[config.mk]
export PLATFORM = sky130hd
export DESIGN_NAME = sipo_deser
export DESIGN_NICKNAME = d
export VERILOG_FILES = /design/src/rtl/sipo_deser_pkg.sv /design/src/rtl/sipo_out_stage.sv /design/src/rtl/sipo_deser.sv
export SDC_FILE = /design/constraint.sdc
export NUM_CORES = 1
export LEC_CHECK = 0
export CAP_MARGIN = 10
export CORE_MARGIN = 1
export CORE_UTILIZATION = 47
export DETAILED_ROUTE_END_ITERATION = 10
export PLACE_DENSITY = 0.73
export SETUP_SLACK_MARGIN = 0.4
export SYNTH_ARGS = -nofsm -noshare
export SYNTH_HDL_FRONTEND = slang
export SYNTH_HIERARCHICAL = 1
export SYNTH_SLANG_ARGS = --single-unit
[constraint.sdc]
create_clock -name clk -period 1.9 [get_ports clk]
set_input_delay 0.19 -clock clk [delete_from_list [all_inputs] [get_ports clk]]
set_output_delay 0.19 -clock clk [all_outputs]
set_load 0.02 [all_outputs]
[src/rtl/sipo_deser_pkg.sv]
// Shared types and helpers for the sipo_deser serial-to-parallel receiver.
package sipo_deser_pkg;

    typedef enum logic {
        IDLE  = 1'b0,
        SHIFT = 1'b1
    } sipo_state_t;

    // Bit-counter width for a frame of n bits (counter runs 0..n-1).
    function automatic int unsigned cnt_width(input int unsigned n);
        return (n < 2) ? 1 : $clog2(n);
    endfunction

endpackage

[src/rtl/sipo_out_stage.sv]
// One-word holding register with valid/ready handshake and sticky overrun.
// Carries a parity_err flag alongside the word when SIPO_DESER_PARITY_EN is defined.
module sipo_out_stage #(
    parameter int unsigned N = 5
) (
    input  logic         clk,
    input  logic         rstn,
    input  logic         word_done,
    input  logic [N-1:0] word,
`ifdef SIPO_DESER_PARITY_EN
    input  logic         parity_bad,
    output logic         parity_err,
`endif
    input  logic         out_ready,
    input  logic         overrun_clr,
    output logic [N-1:0] parallel_out,
    output logic         out_valid,
    output logic         overrun
);

    logic load_c;
    logic drop_c;

    // A completed word is taken if the slot is empty or being emptied this edge.
    assign load_c = word_done && (!out_valid || out_ready);
    assign drop_c = word_done && out_valid && !out_ready;

    always_ff @(posedge clk or negedge rstn) begin
        if (!rstn) begin
            parallel_out <= '0;
            out_valid    <= 1'b0;
            overrun      <= 1'b0;
`ifdef SIPO_DESER_PARITY_EN
            parity_err   <= 1'b0;
`endif
        end else begin
            if (load_c) begin
                parallel_out <= word;
                out_valid    <= 1'b1;
`ifdef SIPO_DESER_PARITY_EN
                parity_err   <= parity_bad;
`endif
            end else if (out_valid && out_ready) begin
                out_valid <= 1'b0;
            end

            // Set takes priority over a same-edge clear.
            if (drop_c) begin
                overrun <= 1'b1;
            end else if (overrun_clr) begin
                overrun <= 1'b0;
            end
        end
    end

endmodule

[src/rtl/sipo_deser.sv]
// Serial-in/parallel-out deserializer, MSB first, with a valid/ready output stage.
// Define SIPO_DESER_PARITY_EN for N+1-bit frames ending in an even-parity bit.
module sipo_deser
    import sipo_deser_pkg::*;
#(
    parameter int unsigned N = 5
) (
    input  logic         clk,
    input  logic         rstn,
    input  logic         serial_in,
    input  logic         serial_valid,
    input  logic         frame_start,
    output logic [N-1:0] parallel_out,
    output logic         out_valid,
    input  logic         out_ready,
    output logic         overrun,
    input  logic         overrun_clr
`ifdef SIPO_DESER_PARITY_EN
    ,
    output logic         parity_err
`endif
);

`ifdef SIPO_DESER_PARITY_EN
    localparam int unsigned FRAME = N + 1;
    localparam int unsigned SW    = N;
`else
    localparam int unsigned FRAME = N;
    localparam int unsigned SW    = N - 1;
`endif
    localparam int unsigned CW   = cnt_width(FRAME);
    localparam logic [CW-1:0] LAST = CW'(FRAME - 1);

    sipo_state_t   state;
    logic [CW-1:0] count;
    logic [SW-1:0] shift_reg;
    logic          word_done_c;
    logic [N-1:0]  word_c;

    assign word_done_c = serial_valid && !frame_start && (state == SHIFT) && (count == LAST);

`ifdef SIPO_DESER_PARITY_EN
    logic parity_bad_c;
    assign word_c       = shift_reg;
    assign parity_bad_c = (^shift_reg) ^ serial_in;
`else
    assign word_c = {shift_reg, serial_in};
`endif

    // Shifter, bit counter and framing FSM.
    always_ff @(posedge clk or negedge rstn) begin
        if (!rstn) begin
            state     <= IDLE;
            count     <= '0;
            shift_reg <= '0;
        end else if (serial_valid) begin
            if (frame_start) begin
                shift_reg <= SW'(serial_in);
                count     <= CW'(1);
                state     <= SHIFT;
            end else begin
                case (state)
                    IDLE: begin
                        shift_reg <= SW'({shift_reg, serial_in});
                        count     <= CW'(1);
                        state     <= SHIFT;
                    end
                    SHIFT: begin
                        if (count == LAST) begin
`ifndef SIPO_DESER_PARITY_EN
                            shift_reg <= SW'({shift_reg, serial_in});
`endif
                            count <= '0;
                            state <= IDLE;
                        end else begin
                            shift_reg <= SW'({shift_reg, serial_in});
                            count     <= count + CW'(1);
                        end
                    end
                endcase
            end
        end else if (frame_start) begin
            count <= '0;
            state <= IDLE;
        end
    end

    sipo_out_stage #(
        .N (N)
    ) u_out_stage (
        .clk          (clk),
        .rstn         (rstn),
        .word_done    (word_done_c),
        .word         (word_c),
`ifdef SIPO_DESER_PARITY_EN
        .parity_bad   (parity_bad_c),
        .parity_err   (parity_err),
`endif
        .out_ready    (out_ready),
        .overrun_clr  (overrun_clr),
        .parallel_out (parallel_out),
        .out_valid    (out_valid),
        .overrun      (overrun)
    );

endmodule

==> results of run 1 <==
==> area by class of cell <==
| type | count | area (um^2) |
|---|---|---|
| fill | 107 | 423 |
| clock buffer | 3 | 22.5 |
| sequential | 15 | 375 |
| inverter | 7 | 26.3 |
| multi-input combinational | 33 | 288 |
| clock inverter | 1 | 5.00 |
| timing repair buffer | 15 | 159 |
| tap | 15 | 18.8 |
==> cell families (layout without fill, tap and decap cells) <==
| group | after synthesis | count (layout) | share of synthesized area |
|---|---|---|---|
| adder cells (fa/ha/maj) | 2 | 2 | 0.0370 |
| flip-flops | 15 | 15 | 0.556 |
| buffers and inverters | 8 | 26 | 0.0556 |
| AO/OA/AOI/OAI | 10 | 10 | 0.0870 |
| AND/OR/NAND/NOR | 15 | 15 | 0.137 |
| multiplexers | 6 | 6 | 0.128 |
==> power by group through the flow <==
stage	combinational, W	clock, W	sequential, W
floorplan	0.0000362	0	0.000358
global placement	0.0000746	0	0.000355
detailed placement	0.0000780	0	0.000356
CTS	0.0000792	0.000183	0.000350
global route	0.0000972	0.000199	0.000353
finish	0.0000882	0.000172	0.000350
==> per-stage QoR <==
step | instance area, um^2 | cells | utilization
finish | 895 | 89 | 0.679
CTS | 855 | 88 | 0.649
detailed placement | 821 | 84 | 0.623
floorplan | 676 | 56 | -
global placement | 821 | 84 | 0.623
global route | 895 | 89 | 0.679
==> placed cells by master, fill, tap and decap left out, types with 2 or more instances in the layout <==
master,n
nand2_1,3
buf_4,2
o21ai_0,2
mux2_4,5
dfrtp_1,15
nand2b_1,3
clkbuf_4,3
inv_1,6
a21oi_1,3
nand3_1,2
dlymetal6s2s_1,6
clkdlybuf4s50_1,6
==> critical path, stage by stage (launching register included) <==
cell and delay [ns]:
dfrtp_1 0.40, inv_1 0.11, ha_4 0.16, nand3_2 0.10, nor2_4 0.16, nand2_4 0.10
mux2_4 0.30
==> worst paths after layout <==
kind	start	end	slack, ns	depth (start not counted)
max	count[1]$_DFFE_PN0P_	u_out_stage/parallel_out[0]$_DFFE_PN0P_	0.46	6
min	rstn	u_out_stage/overrun$_DFFE_PN0P_	0.30	1
max reg2reg	count[1]$_DFFE_PN0P_	u_out_stage/parallel_out[0]$_DFFE_PN0P_	0.46	6
min reg2reg	shift_reg[3]$_DFFE_PN0P_	u_out_stage/parallel_out[4]$_DFFE_PN0P_	0.51	1
max in group asynchronous	rstn	count[1]$_DFFE_PN0P_	1.17	1
min in group clk	overrun_clr	u_out_stage/overrun$_DFFE_PN0P_	0.48	2
==> per-layer routing <==
metal / track usage / up-vias / share of wire
li1: - / 226 / -
met1: 0.254 / 221 / 0.45
met2: 0.319 / 13 / 0.48
met3: 0.108 / 2 / 0.057
met4: 0.0431 / 0 / 0.0079
met5: 0 / - / 0
==> repair_timing <==
action,4_1_cts,5_1_grt
resized for setup,3,10
hold endpoints to repair,0,0
setup endpoints to repair,6,11
setup buffers,0,1
hold buffers,0,0
pin swaps,0,2
==> out/qor.csv, run 1 <==
stage,metric,value,unit
outcome,status,"complete, no violations",
timing,fin_crit,1.44,ns
yosys,ys_async_sr_fraction,1.00,
yosys,synth.most_common_cell,dfrtp_1,
yosys,yosysTopAreaCell,dfrtp_1,
pwr,power.leakage,0.518,nW
yosys,synth_top_area_share,0.556,
die,ioPinCount,14,
yosys,synth-seq-cells,15,
timing,period_share,0.760,
pwr,power_density,682,nW/um^2
yosys,ys.flop_type,dfrtp_1,
yosys,synth.area.top_cells,"dfrtp_1, mux2_4, inv_1",
pwr,pwr-share-clk,0.281,
placed_design,portBuffers,13,
global_route,grt_pass1_vias,475,
yosys,synth-warning-count,6,
layout,syn_to_final_growth,32.4,%
die,core,1320,um^2
layout,drive_gt1_frac,0.243,
die,start_util,0.513,
layout,n_antenna_cell,0,
timing,final-setup-viol-count,0,
route,vias,462,
placed_design,gp_congestion,0.848,
setup_path,required,2.07,ns
pwr,p_int,0.000461,W
clock_tree,cts_buffer_depth,2,
setup_path,criticalPathCategory,reg2reg,
route,dr.first_iter.drc_count,12,
global_route,antenna_found_initial,0,
route,drc_errors,0,
route,drt-total-wl,1270,um
clock_tree,cts_tree,built,
clock_tree,path_clk_slew,0.09,ns
die,die_x,39.9,um
die,die_area,1590,um^2
setup_path,critPathCaptureType,flop,
yosys,syn-instance-count,56,
timing,slew_violations,0,
timing,tightest_slew,0.647,ns
yosys,avgSynthCellArea,12.1,um^2
timing,relSlewSlack,0.568,
die,num_rows,13,
pwr,pwr-share-seq,0.574,
yosys,ys_seq_area_frac,0.556,
placed_design,dpl.hpwl,929,um
flow_run,maxCapViolCount,0,
route,post_drt_wl_per_cell,14.3,um
hold_path,hold_path.class,in2async,
pwr,p_sw,0.000149,W
clock_tree,cts-root-buf,clkbuf_4,
global_route,grt_overflow,0,
placed_design,pre_cts_slack,0.166,ns
setup_path,cp_data_arrival_time,1.61,ns
pwr,irDropWorstVdd,0.487,mV
pwr,power,0.000610,W
yosys,syn_nets,65,
pwr,p_comb_frac,0.145,
timing,fin_skew,0.00853,ns
clock_tree,htreeDepth,1,
yosys,synthTopCellsByCount,"dfrtp_1, inv_1, mux2_4",
clock_tree,clk_latency,0.28,ns
timing,whs,0.302,ns
global_route,grt_pass1_wl,2050,um
global_route,grt_max_degree,16,
route,antenna_left,0,
pwr,swShare,0.244,
global_route,track_usage,0.206,
die,die_h,39.9,um
timing,setup_tns,0,ns
clock_tree,cts_made_buffers,3,
layout,nNetsFinal,84,
setup_path,cp-start-kind,flop,
route,viasPerCell,5.19,
route,first_pass_iters,4,
setup_path,worstPathMaxFanout,5,
yosys,ys_types,21,
clock_tree,clock-sinks,15,
layout,largest_reg_flops,5,
yosys,syn_area,676,um^2
timing,max_freq,0.693,GHz
timing,rsz0062_at_grt,false,
timing,final-hold-violation-count,0,
timing,worst_slack,0.457,ns
yosys,synth_edf_count,0,
(Power assumes the default switching activity.)
==> run 2: changes to the inputs <==
==> constraint.sdc (replaced) <==
create_clock -name clk -period 1.5 [get_ports clk]
set_input_delay 0.15 -clock clk [delete_from_list [all_inputs] [get_ports clk]]
set_output_delay 0.15 -clock clk [all_outputs]
set_load 0.02 [all_outputs]
==> run 2 against run 1 <==
Die area unchanged; wire length shrank 2.4%; critical path depth is the same; sequential share of layout area shrank 1.0 points; clock skew is essentially flat; largest cell class unchanged; clock power up 29%; power rose by 30%; final area is 2.5% higher; largest power group unchanged; global-route usage shrank 2.6 points; critical path type unchanged; critical endpoint is now u_out_stage/parallel_out[4]$_DFFE_PN0P_; via count rose by 6.7%.
==> out/qor.csv, run 2 (synthesized netlist as in run 1, its figures left out) <==
stage,metric,value,unit
pwr,power.leakage,0.454,nW
route,viasPerCell,5.14,
timing,slew_violations,0,
clock_tree,cts_buffer_depth,2,
setup_path,r2r_end,u_out_stage/parallel_out[4]$_DFFE_PN0P_,
timing,tightest_slew,0.197,ns
route,vias,493,
route,antenna_left,0,
timing,relSlewSlack,0.869,
global_route,antenna_found_initial,0,
die,die_h,39.9,um
setup_path,cp-start-kind,flop,
clock_tree,cts_made_buffers,3,
setup_path,cp_data_arrival_time,1.53,ns
timing,setup_tns,0,ns
timing,whs,0.171,ns
die,die_area,1590,um^2
setup_path,required,1.67,ns
die,die_x,39.9,um
route,dr.first_iter.drc_count,11,
global_route,track_usage,0.181,
pwr,power_density,863,nW/um^2
timing,rsz0062_at_grt,true,
die,core,1320,um^2
global_route,grt_max_degree,16,
clock_tree,path_clk_slew,0.09,ns
setup_path,worstPathMaxFanout,5,
layout,drive_gt1_frac,0.444,
timing,period_share,0.905,
global_route,grt_pass1_wl,1810,um
setup_path,critPathCaptureType,flop,
setup_path,worst-r2r-cell-count,6,
clock_tree,cts_tree,built,
flow_run,maxCapViolCount,0,
layout,fill_cells,99,
timing,final-hold-violation-count,0,
setup_path,startpoint,count[0]$_DFFE_PN0P_,
route,drc_errors,0,
layout,final_common_cell,dfrtp_1,
placed_design,portBuffers,13,
timing,fin_crit,1.36,ns
clock_tree,clock-sinks,15,
placed_design,dpl.hpwl,852,um
die,start_util,0.513,
setup_path,criticalPathCategory,reg2reg,
hold_path,hold_path.class,in2async,
pwr,power,0.000791,W
die,num_rows,13,
global_route,grt_overflow,0,
clock_tree,clk_latency,0.28,ns
die,ioPinCount,14,
timing,max_freq,0.737,GHz
layout,nNetsFinal,91,
pwr,irDropWorstVdd,0.572,mV
setup_path,r2r_start,count[0]$_DFFE_PN0P_,
timing,final-setup-viol-count,0,
route,drt-total-wl,1240,um
timing,fin_skew,0.00864,ns
placed_design,gp_congestion,0.730,
clock_tree,cts-root-buf,clkbuf_4,
route,post_drt_wl_per_cell,12.9,um
setup_path,ff2ff_setup_slack,0.14,ns
clock_tree,htreeDepth,1,
layout,final_cell_mix,"dfrtp_1, buf_4, clkdlybuf4s50_1, buf_2",
outcome,status,"complete, no violations",
route,first_pass_iters,4,
global_route,grt_pass1_vias,425,
layout,n_antenna_cell,0,
layout,largest_reg_flops,5,
layout,syn_to_final_growth,35.7,%
layout,utilization,0.696,
clock_tree,cts_hold_buf,0,
run 2: area by class of cell:
class	count	area (um^2)	share of cell area
clock inverter	1	5.00	0.00546
sequential	15	375	0.409
tap	15	18.8	0.0205
multi-input combinational	33	303	0.330
timing repair buffer	22	166	0.181
inverter	7	26.3	0.0286
clock buffer	3	22.5	0.0246
run 2: routing by layer:
metal | global-route usage | up-vias | share of wire
li1 | - | 241 | -
met1 | 0.245 | 238 | 0.49
met2 | 0.266 | 14 | 0.45
met3 | 0.0511 | 0 | 0.058
met4 | 0.0776 | 0 | 0
met5 | 0 | - | 0
run 2: critical path, stage by stage, from the launching register on:
cell and delay, ns:
dfrtp_1 0.41, inv_2 0.10, ha_4 0.15, nand3_4 0.06
nor2_4 0.13, nand2_4 0.10, mux2_4 0.30
run 2: how the worst max path moves through the flow:
stage	end	slack, ns
detailed placement	u_out_stage/parallel_out[4]$_DFFE_PN0P_	0.08
global route	u_out_stage/parallel_out[4]$_DFFE_PN0P_	0.10
finish	u_out_stage/parallel_out[4]$_DFFE_PN0P_	0.14
global placement	u_out_stage/parallel_out[0]$_DFFE_PN0P_	0.1
CTS	u_out_stage/parallel_out[4]$_DFFE_PN0P_	0.19
floorplan	u_out_stage/parallel_out[0]$_DFFE_PN0P_	0.15
run 2: stage by stage:
stage                     instances  worst slack (ns)  cell area [um^2]
after floorplan                  56             0.147               691
after global placement           88            0.0955               866
after detailed placement         88            0.0827               866
after CTS                        95             0.188               927
after global routing             96             0.104               917
final                            96             0.143               917
run 2: power by group:
part	internal, W	total (W)	switching, W
clock	0.0000988	0.000222	0.000123
sequential	0.000425	0.000442	0.0000169
combinational	0.0000680	0.000127	0.0000588
run 2: timing repair:
action / 4_1_cts / 5_1_grt
setup endpoints to repair: 15 / 17
pin swaps: 3 / 2
setup buffers: 3 / 1
gates resized for setup: 25 / 10
==> run 3: changes to the inputs <==
--- a/config.mk
+++ b/config.mk
@@ -6,7 +6,6 @@
 export NUM_CORES = 1
 export LEC_CHECK = 0
 export CAP_MARGIN = 10
-export CORE_MARGIN = 1
 export CORE_UTILIZATION = 47
 export DETAILED_ROUTE_END_ITERATION = 10
 export PLACE_DENSITY = 0.73
==> results of run 3 <==
Final layout, timing and power as in run 2 (identical DEF).
==> patch 1, RTL diff (flow settings as in run 2) <==
Build with the macro `SIPO_DESER_PARITY_EN` defined.
--- a/src/rtl/sipo_out_stage.sv
+++ b/src/rtl/sipo_out_stage.sv
@@ -2,2 +2,4 @@
 // Carries a parity_err flag alongside the word when SIPO_DESER_PARITY_EN is defined.
+`define SIPO_DESER_PARITY_EN
+
 module sipo_out_stage #(
Behaviour (old outputs only; new: parity_err): not the same (a bounded check fails within 10 cycles, from zero or initial values and one cycle with rstn low).
==> patch 1 against run 2 <==
  * Synthesized area grew 22%
  * Worst setup slack lost 0.073 ns
  * Sequential cell count grew 2
  * Die area grew 21%
  * First-iteration DRC count shrank 36%
  * Total power grew 15%
  * Final area grew 15%
  * Routed wire length grew 3.9%
  * Largest cell class unchanged
  * Largest power group unchanged
  * Highest routed layer unchanged
==> patch 1: results (changes against run 2) <==
status=completed (unchanged); most instantiated cells after synthesis=dfrtp_1 (17), mux2_4 (11), inv_1 (4), nor2b_1 (4), xnor2_1 (4) (was dfrtp_1 (15), inv_1 (7), mux2_4 (5)); R2R cell count=3 (was 6); CP max-delay cell=o41a_4 (was dfrtp_1); Async SR Flop Fraction=100% (unchanged); Setup crit start=state (was count[0]); first-pass GRT wire length=2330 um (was 1810 um); Sw Share=25.6% (was 25.1%); Primary FF master, synth=dfrtp_1 (unchanged); Distinct cells, synth=20 (was 21); delay-heaviest family, CP=compound AO/OA/AOI/OAI gates (was flip-flops); Worst-Skew Late Latency=0.28 ns (about the same); WL/cell=12.9 um (about the same); Area contributors post-synth=dfrtp_1 (52%), mux2_4 (20%), xnor2_1 (4.3%), nand2b_4 (3.3%), nor2b_1 (3.0%) (was dfrtp_1 (56%), mux2_4 (11%), inv_1 (3.9%), ha_1 (3.7%), nand2b_1 (2.8%)); htree depth=1 (unchanged); Vias=511 (was 493); hpwl dp=960 um (was 852 um); Fmax=699 MHz (was 737 MHz); Worst-Margin Slew=0.283 ns (was 0.197 ns); CTS Buf Count=3 (unchanged); WP data arrival=1.61 ns (was 1.53 ns); fin nets=92 (was 91); Max stage delay on crit path=0.55 ns (was 0.41 ns); clock skew=0.000764 ns (was 0.00864 ns); port bufs=14 (was 13); Lkg Pwr=0.539 nW (was 0.454 nW); Ant. Diodes=0 (unchanged); initial antenna violation count=0 (unchanged); peak supply drop=0.498 mV (was 0.572 mV); Critical Path Sink Type=register (unchanged); Worst Hold Class=in -> async (unchanged); largest net degree at the start of global routing=18 (was 16); Root Driver=clkbuf_4 (unchanged); TritonRoute pass-1 iters=5 (was 4); layout cell share with drive strength beyond 1=46.4% (was 44.4%); routability cong.=0.807 (was 0.730); commonest non-fill, non-tap cell in the layout=dfrtp_1 (unchanged); register area share after synthesis=51.7% (was 55.6%); number of global-route vias before repair=531 (was 425); Reg2Reg Capture Point=shift_reg[3] (was u_out_stage/parallel_out[4]); Yosys warning count=6 (unchanged); crit-path max FO=6 (was 5); pre-CTS WS=-0.129 ns (was 0.0827 ns); Total GRT Usage=16.6% (was 18.1%); syn_nets=65 (unchanged); initial drt markers=7 (was 11); CTS Buffer Depth=2 (unchanged); register clock-pin slew on the reported worst setup and hold paths=around 0.1 ns; power in the clock group=243 uW (was 222 uW); combinational share of power=17.8% (was 16.0%); R2R Setup Slk=0.07 ns (was 0.14 ns); internal cell power=677 uW (was 592 uW)
==> patch 1: cell count changes in the layout (fill, tap and decap cells not counted), sizes merged, moves of 3 or more <==
cell,delta
mux2,+6
xnor2,+4
a21oi,-3
nand3,-3
nor2b,+3
o21ai,-3
==> patch 1: worst register-to-register path, stage by stage, from the launching register on <==
cell and delay [ns]:
dfrtp_1 0.38, nand2b_4 0.08, o41a_4 0.55, mux2_4 0.31
==> patch 1: per-stage QoR <==
stage | cell area [um2] | hold slack, ns | std cells
2_1_floorplan | 838 | -0.146 | 58
3_3_place_gp | 1040 | 0.492 | 94
3_5_place_dp | 1040 | 0.490 | 94
4_1_cts | 1090 | 0.184 | 100
5_1_grt | 1060 | 0.201 | 100
6_report | 1060 | 0.181 | 100
==> patch 1: timing repair <==
item                                    in CTS  in global routing
pin swaps                                    1                  2
gates resized for setup                     22                 11
gates cloned                                 0                  0
buffers inserted                             2                  0
endpoints found under the setup margin      21                 24
==> patch 1: layout make-up <==
class,instances,area [um2]
clock buffers,3,22.5
clock inverters,1,5.00
fillers,116,520
inverters,5,18.8
multi-input cells,36,402
flip-flops and latches,17,425
well taps,16,20.0
repair buffers,22,163
==> patch 1: logic make-up after synthesis <==
group	share of synthesized area [%]
xor gates and xnor gates	5.32
buffers and inverters	2.28
DFF	51.7
and+or+nand+nor	10.8
muxes	21.4
AOI/OAI and AO/OA	8.51
==> patch 1: metal layers <==
layer / part of all wire (%) / GRT usage [%] / wire, um
met3: 3.7 / 3.75 / 47
met1: 50 / 24.5 / 638
met2: 47 / 24.2 / 600
met5: 0 / 0 / 0
met4: 0 / 5.45 / 0
==> patch 2, RTL diff (flow settings as in run 2) <==
Made on the original files. Compare `count` against `LAST` with >= in place of ==.
--- a/src/rtl/sipo_deser.sv
+++ b/src/rtl/sipo_deser.sv
@@ -68,3 +68,3 @@
                     SHIFT: begin
-                        if (count == LAST) begin
+                        if (count >= LAST) begin
 `ifndef SIPO_DESER_PARITY_EN
Function: same outputs for any inputs over 10 cycles, from zero or initial values and one cycle with rstn low; that may be too few to reach the edited logic, so the function may still have changed.
==> patch 2 against run 2 <==
  * Synthesized area grew 0.56%
  * Combinational power shrank 17%
  * Total power is 3.3% lower
  * Final area shrank 1.1%
  * Routed wire length down 3.9%
  * Die area rose by 0.53%
  * First-iteration DRC count fell by 82%
  * Worst setup slack better by 0.088 ns
  * Sequential cell count stayed put
==> patch 2: results (changes against run 2) <==
status=completed (unchanged); initial drt markers=2 (was 11); multiplexer share of the synthesized area=13.3% (was 12.8%); Vias=480 (was 493); DP Area=871 um2 (was 866 um2); TritonRoute pass-1 iters=2 (was 4); most instantiated cells after synthesis=dfrtp_1 (15), inv_1 (8), mux2_4 (6), nand2_1 (4) (was dfrtp_1 (15), inv_1 (7), mux2_4 (5)); Max stage delay on crit path=0.39 ns (was 0.41 ns); Worst-Margin Slew=0.200 ns (was 0.197 ns); Yosys warning count=6 (unchanged); Worst Hold Class=in -> async (unchanged); largest net degree at the start of global routing=16 (unchanged); peak supply drop=0.631 mV (was 0.572 mV); met2 GRT Util=30.6% (was 26.6%); Ant. Diodes=0 (unchanged); Post-Synth XOR/XNOR Area=0% (unchanged); Adder-Cell Fraction of Synth Area=3.68% (was 3.70%); layout cell share with drive strength beyond 1=42.7% (was 44.4%); syn_nets=66 (was 65); register clock-pin slew on the reported worst setup and hold paths=0.09 ns (about the same); number of global-route vias before repair=429 (was 425); pre-CTS WS=-0.0395 ns (was 0.0827 ns); clock skew=0.00207 ns (was 0.00864 ns); Post-CTS Resized=20 (was 25); Root Driver=clkbuf_4 (unchanged); Post-CTS Setup Bufs=3 (unchanged); Synth Area in Compound Gates=7.73% (was 8.70%); Lkg Pwr=0.468 nW (was 0.454 nW); Area contributors post-synth=dfrtp_1 (55%), mux2_4 (13%), inv_1 (4.4%), ha_1 (3.7%), nand3_1 (2.2%) (was dfrtp_1 (56%), mux2_4 (11%), inv_1 (3.9%), ha_1 (3.7%), nand2b_1 (2.8%)); max FFs per register=5 (unchanged); CTS Buffer Depth=2 (unchanged); delay-heaviest family, CP=flip-flops (unchanged); Inst Count DP=88 (unchanged); routability cong.=0.672 (was 0.730); register area share after synthesis=55.2% (was 55.6%); CP max-delay cell=dfrtp_1 (unchanged); hpwl dp=815 um (was 852 um); total detailed-routing wirelength=1190 um (was 1240 um); CTS Buf Count=3 (unchanged); Distinct cells, synth=20 (was 21); Mapped Cells=57 (was 56); crit-path max FO=5 (unchanged); grt met3 use=6.67% (was 5.11%); met1 Use GR=21.0% (was 24.5%); Worst-Skew Late Latency=0.28 ns (about the same); Total GRT Usage=18.4% (was 18.1%); Async SR Flop Fraction=100% (unchanged); htree depth=1 (unchanged); initial antenna violation count=0 (unchanged); first-pass GRT wire length=1870 um (was 1810 um); fin nets=92 (was 91); WP data arrival=1.44 ns (was 1.53 ns); Avg Vias per Cell=4.95 (was 5.14); Setup crit start=count[0] (unchanged); port bufs=13 (unchanged)
==> patch 2: layout make-up <==
class	instances	area, um2
tap	15	18.8
clock inverter	1	5.00
inverter	8	32.5
fill	101	410
multi-input combinational	33	287
clock buffer	3	22.5
timing repair buffer	22	166
sequential	15	375
==> patch 2: path summary, 6_finish.rpt <==
kind                                                to  depth (start not counted)  slack, ns
setup reg to reg           u_out_stage/parallel_out[0]                          6       0.23
max in group asynchronous                 shift_reg[3]                          2       1.14
setup / recovery           u_out_stage/parallel_out[0]                          6       0.23
hold reg to reg            u_out_stage/parallel_out[2]                          1       0.51
min in group clk                   u_out_stage/overrun                          2       0.45
hold / removal             u_out_stage/parallel_out[4]                          2       0.18
==> patch 2: per-layer routing <==
metal,share of wire (%),up-vias
met5,0,-
met3,4.5,0
li1,-,236
met4,0,0
met1,46,235
met2,49,9
==> patch 2: power breakdown <==
part,internal (mW),switching (mW)
combinational,0.0586,0.0461
sequential,0.422,0.0123
clock,0.0989,0.127
